File: src/rtl/sc_stream_decoder.sv
// rtl/sc_stream_decoder.sv - stochastic bitstream to binary decoder with valid/ready result
module sc_stream_decoder #(
    parameter int CNT_W   = 7,
    parameter bit BIPOLAR = 1'b0
) (
    input  logic             clk_i,
    input  logic             rst_ni,
    input  logic             start_i,
    input  logic             bit_valid_i,
    input  logic             bit_in_i,
    output logic             busy_o,
    output logic [CNT_W+1:0] result_o,
    output logic             result_valid_o,
    input  logic             result_ready_i,
    output logic             drop_o
);

    // Window length N = 2^CNT_W, in the result container width.
    localparam logic [CNT_W+1:0] N_EXT    = {2'b01, {CNT_W{1'b0}}};
    // len_q value while the final bit of the window is pending.
    localparam logic [CNT_W-1:0] LEN_LAST = {CNT_W{1'b1}};

    typedef enum logic [1:0] {
        ST_IDLE  = 2'd0,
        ST_ACCUM = 2'd1,
        ST_HOLD  = 2'd2
    } state_e;

    state_e           state_q;
    logic [CNT_W:0]   ones_q;
    logic [CNT_W-1:0] len_q;
    logic [CNT_W+1:0] result_q;
    logic             busy_q;
    logic             result_valid_q;
    logic             drop_q;

    logic [CNT_W:0]   ones_d;
    logic [CNT_W+1:0] result_d;

    // Running count including the current bit, and its mapping to the output code.
    always_comb begin
        ones_d   = ones_q + {{CNT_W{1'b0}}, bit_in_i};
        result_d = {1'b0, ones_d};
        if (BIPOLAR) begin
            result_d = {ones_d, 1'b0} - N_EXT;
        end
    end

    // Window control FSM: counters, captured result, registered status outputs.
    always_ff @(posedge clk_i or negedge rst_ni) begin
        if (!rst_ni) begin
            state_q        <= ST_IDLE;
            ones_q         <= '0;
            len_q          <= '0;
            result_q       <= '0;
            busy_q         <= 1'b0;
            result_valid_q <= 1'b0;
            drop_q         <= 1'b0;
        end else begin
            unique case (state_q)
                ST_IDLE: begin
                    if (start_i) begin
                        ones_q  <= '0;
                        len_q   <= '0;
                        drop_q  <= 1'b0;
                        state_q <= ST_ACCUM;
                        busy_q  <= 1'b1;
                    end
                end
                ST_ACCUM: begin
                    if (start_i) begin
                        // Restart wins over a bit offered in the same cycle.
                        ones_q <= '0;
                        len_q  <= '0;
                        drop_q <= 1'b0;
                    end else if (bit_valid_i) begin
                        if (len_q == LEN_LAST) begin
                            result_q       <= result_d;
                            state_q        <= ST_HOLD;
                            busy_q         <= 1'b0;
                            result_valid_q <= 1'b1;
                        end else begin
                            ones_q <= ones_d;
                            len_q  <= len_q + 1'b1;
                        end
                    end
                end
                ST_HOLD: begin
                    // A start without the handshake is ignored so the result is never lost.
                    if (result_ready_i) begin
                        result_valid_q <= 1'b0;
                        if (start_i) begin
                            ones_q  <= '0;
                            len_q   <= '0;
                            drop_q  <= 1'b0;
                            state_q <= ST_ACCUM;
                            busy_q  <= 1'b1;
                        end else begin
                            state_q <= ST_IDLE;
                        end
                    end
                end
                default: begin
                    state_q        <= ST_IDLE;
                    busy_q         <= 1'b0;
                    result_valid_q <= 1'b0;
                end
            endcase
            // Bits offered outside a window are lost; flag it after any start clear.
            if (bit_valid_i && (state_q != ST_ACCUM)) begin
                drop_q <= 1'b1;
            end
        end
    end

    assign busy_o         = busy_q;
    assign result_o       = result_q;
    assign result_valid_o = result_valid_q;
    assign drop_o         = drop_q;

endmodule
File: config.mk
export PLATFORM = sky130hd
export DESIGN_NAME = sc_stream_decoder
export DESIGN_NICKNAME = d
export VERILOG_FILES = /design/src/rtl/sc_stream_decoder.sv
export SDC_FILE = /design/constraint.sdc
export NUM_CORES = 1
export LEC_CHECK = 0
export ABC_AREA = 1
export ABC_CLOCK_PERIOD_IN_PS = 1400
export CORE_MARGIN = 1.5
export CORE_UTILIZATION = 49
export CTS_CLUSTER_DIAMETER = 200
export DETAILED_ROUTE_END_ITERATION = 7
export PLACE_DENSITY = 0.83
export REMOVE_ABC_BUFFERS = 1
export SETUP_SLACK_MARGIN = 0.4
export SYNTH_ARGS = -nofsm -noshare
export SYNTH_HDL_FRONTEND = slang
export SYNTH_SLANG_ARGS = --single-unit
File: constraint.sdc
create_clock -name clk_i -period 1.4 [get_ports clk_i]
set_input_delay 0.28 -clock clk_i [delete_from_list [all_inputs] [get_ports clk_i]]
set_output_delay 0.28 -clock clk_i [all_outputs]
set_load 0.05 [all_outputs]
==> impl_metrics.ini, run 1 <==
[finish]
antenna_cells = 0
num-fill-cells = 139
multi_input_area_um2 = 828
final_cell_count_no_fill = 276
final_cell_mix = 79 x nand2_1, 27 x dfrtp_1, 25 x buf_4
syn2layout_area_growth_pct = 56.6
final_nets = 255
regArea_um2 = 702
drive_gt1_frac = 0.371
layout_commonest_cell = nand2_1

[global_routing]
antenna_found_initial = 0
track_usage = 0.215
grt_remaining_overflow = 0
grt_pass1_wl_mm = 5.45
grt_max_degree = 29
grt_pass1_vias = 1295

[clocking]
htreeDepth = 1
clkTransAtPathRegs_ns = 0.16
clockRootBuffer = clkbuf_4
cts_buffers = 3
cts_tree = done
clock_latency_ns = 0.33
clockBufferDepth = 2
postCtsHoldBufs = 0
clkSinkCount = 28

[route]
wirelength_mm = 4.44
drc_errors = 0
detail-route-antenna-nets = 0
vias_per_cell = 5.49
wl_per_cell_um = 16.1
drtPass1Iterations = 4
vias = 1516
drt-initial-drc-count = 96

[timing]
setup_viol = 25
fin_crit_ns = 1.53
drv_slew = 0
finalCritPeriodShare = 1.09
hold_viol_final = 0
finalSetupTns_ns = -1.29
finClkSkew_ns = 0.00255
fmax_ghz = 0.654
rsz0062_at_grt = true
setup_ws_ns = -0.128

[setup_path]
start_kind = flip-flop
cpLargestDelayFamily = simple AND/OR/NAND/NOR gates
timing.rr.end = ones_q[6]
worstPathCellList = ha_2, nand2_2, nor2_4, buf_6, nand3_4, nand3_4, clkbuf_16, nand2_1, nand2_1
ff2ff_path_depth = 9
critical-path-max-stage-delay_ns = 0.40
critPathCapture = ones_q[6]
startpoint = len_q[1]
path_class = flip-flop to flip-flop
worstSetupEndpointType = flip-flop
crit_fanout = 6
r2r_slack_ns = -0.13
cp.depth = 9
reg2reg_from = len_q[1]
cp.arrival_ns = 1.80
critPathBufInv = 2
slowest_stage = dfrtp_1
worstPathRequired_ns = 1.68

[logic_synthesis]
synthCells = 195
syn-cell-area_um2 = 1460
synth_area_per_cell_um2 = 7.48
synth-seq-cells = 28
yosys_warnings = 0
synth_cell_types = 19
synth-seq-area-share = 0.481

[floorplanning]
start_util = 0.524
rows = 19
boundaryPins = 18
die_y_um = 57.5
core_um2 = 2780
dieArea_um2 = 3310
die_x_um = 57.5

[place]
dpl.cell_count = 258
dpl_worst_slack_ns = -0.366
port_buffers = 16
gp_congestion = 0.847
place_hpwl_mm = 2.22

[power_and_ir_drop]
power_mw = 3.40
p_leak_nw = 1.21
power_density_nw_per_um2 = 1490
vdd_drop_max_v = 0.00166

[status]
violations = negative setup slack
status = complete, but fails checks

[run]
cap_violations = 0

[min_path]
hold_class = primary input to async pin
==> through the flow <==
stage,utilization,cell area [um2],hold slack [ns]
after floorplan,-,1430,-0.0156
after global placement,0.689,1920,0.466
after detailed placement,0.689,1920,0.481
after CTS,0.731,2030,0.269
after global routing,0.821,2280,0.238
final,0.821,2280,0.271
==> power breakdown <==
part,internal (mW),switching [mW]
registers,0.924,0.107
logic,0.872,0.956
clock network,0.290,0.254
==> Yosys cell counts (all sizes together) <==
library cell    n  area (um2)
nand3           5        30.0
o21ai           5        25.0
nor3b           2        15.0
buf             3        30.0
a21oi           4        20.0
nand3b          2        15.0
conb            1        3.75
ha              3        37.5
nor3            1        16.3
xor2            4        35.0
nand2         104         398
inv            16        60.1
dfrtp          28         701
nor2           17        71.3
==> worst min path at each step <==
stage	from	end	slack, ns	cells past startpoint
after CTS	rst_ni	ones_q[0]	0.27	2
after floorplan	rst_ni	busy_o	-0.02	0
after global routing	rst_ni	len_q[3]	0.24	2
after global placement	len_q[6]	len_q[6]	0.47	2
after detailed placement	ones_q[0]	ones_q[0]	0.48	2
final	rst_ni	result_o[0]	0.27	2
==> repair_timing <==
item / CTS / global route
hold endpoints to repair: 0 / 0
resized for setup: 8 / 47
pin swaps: 4 / 16
setup buffers: 7 / 5
endpoints found under the setup margin: 39 / 39
cloned: 0 / 2
==> flip-flops by register name, indices dropped and copies added, names as in the netlist <==
register,cells
drop_o,1
len_q,7
result_o,8
state_q,2
busy_o,1
result_valid_o,1
ones_q,8
==> kinds of logic (layout without fill, tap and decap cells) <==
kind of cell,count (synthesis),in the layout,synth area share
XOR/XNOR,4,4,0.0240
AO/OA/AOI/OAI,9,9,0.0309
adder cells (fa/ha/maj),3,3,0.0258
AND/OR/NAND/NOR,131,131,0.374
buffers and inverters,19,69,0.0618
flip-flops,28,28,0.481
other,1,1,0.00257
==> final cells by class <==
type / count / area share
sequential: 28 / 0.308
tap: 31 / 0.0170
timing repair buffer: 49 / 0.263
clock inverter: 1 / 0.0132
inverter: 16 / 0.0263
multi-input combinational: 148 / 0.363
clock buffer: 3 / 0.00987
==> metal layers <==
layer,global-route usage,wire length (um),share of wire
met1,0.262,1680,0.38
met2,0.370,2360,0.53
met4,0.116,176,0.040
met5,0,0,0
met3,0.0227,231,0.052
==> worst register-to-register path, stage by stage (launching register included) <==
cell and delay, ns:
dfrtp_1 0.40, ha_2 0.20, nand2_2 0.07, nor2_4 0.16
buf_6 0.13, nand3_4 0.07, nand3_4 0.12, clkbuf_16 0.16
nand2_1 0.06, nand2_1 0.11
Note: power is estimated with default switching activity, not from simulation.
==> run 2, diff against run 1 <==
--- a/config.mk
+++ b/config.mk
@@ -11,6 +11,7 @@
 export CORE_UTILIZATION = 49
 export CTS_CLUSTER_DIAMETER = 200
 export DETAILED_ROUTE_END_ITERATION = 7
+export GPL_TIMING_DRIVEN = 1
 export PLACE_DENSITY = 0.83
 export REMOVE_ABC_BUFFERS = 1
 export SETUP_SLACK_MARGIN = 0.4
==> results of run 2 <==
No change in the layout: final DEF, timing and power equal those of run 1.
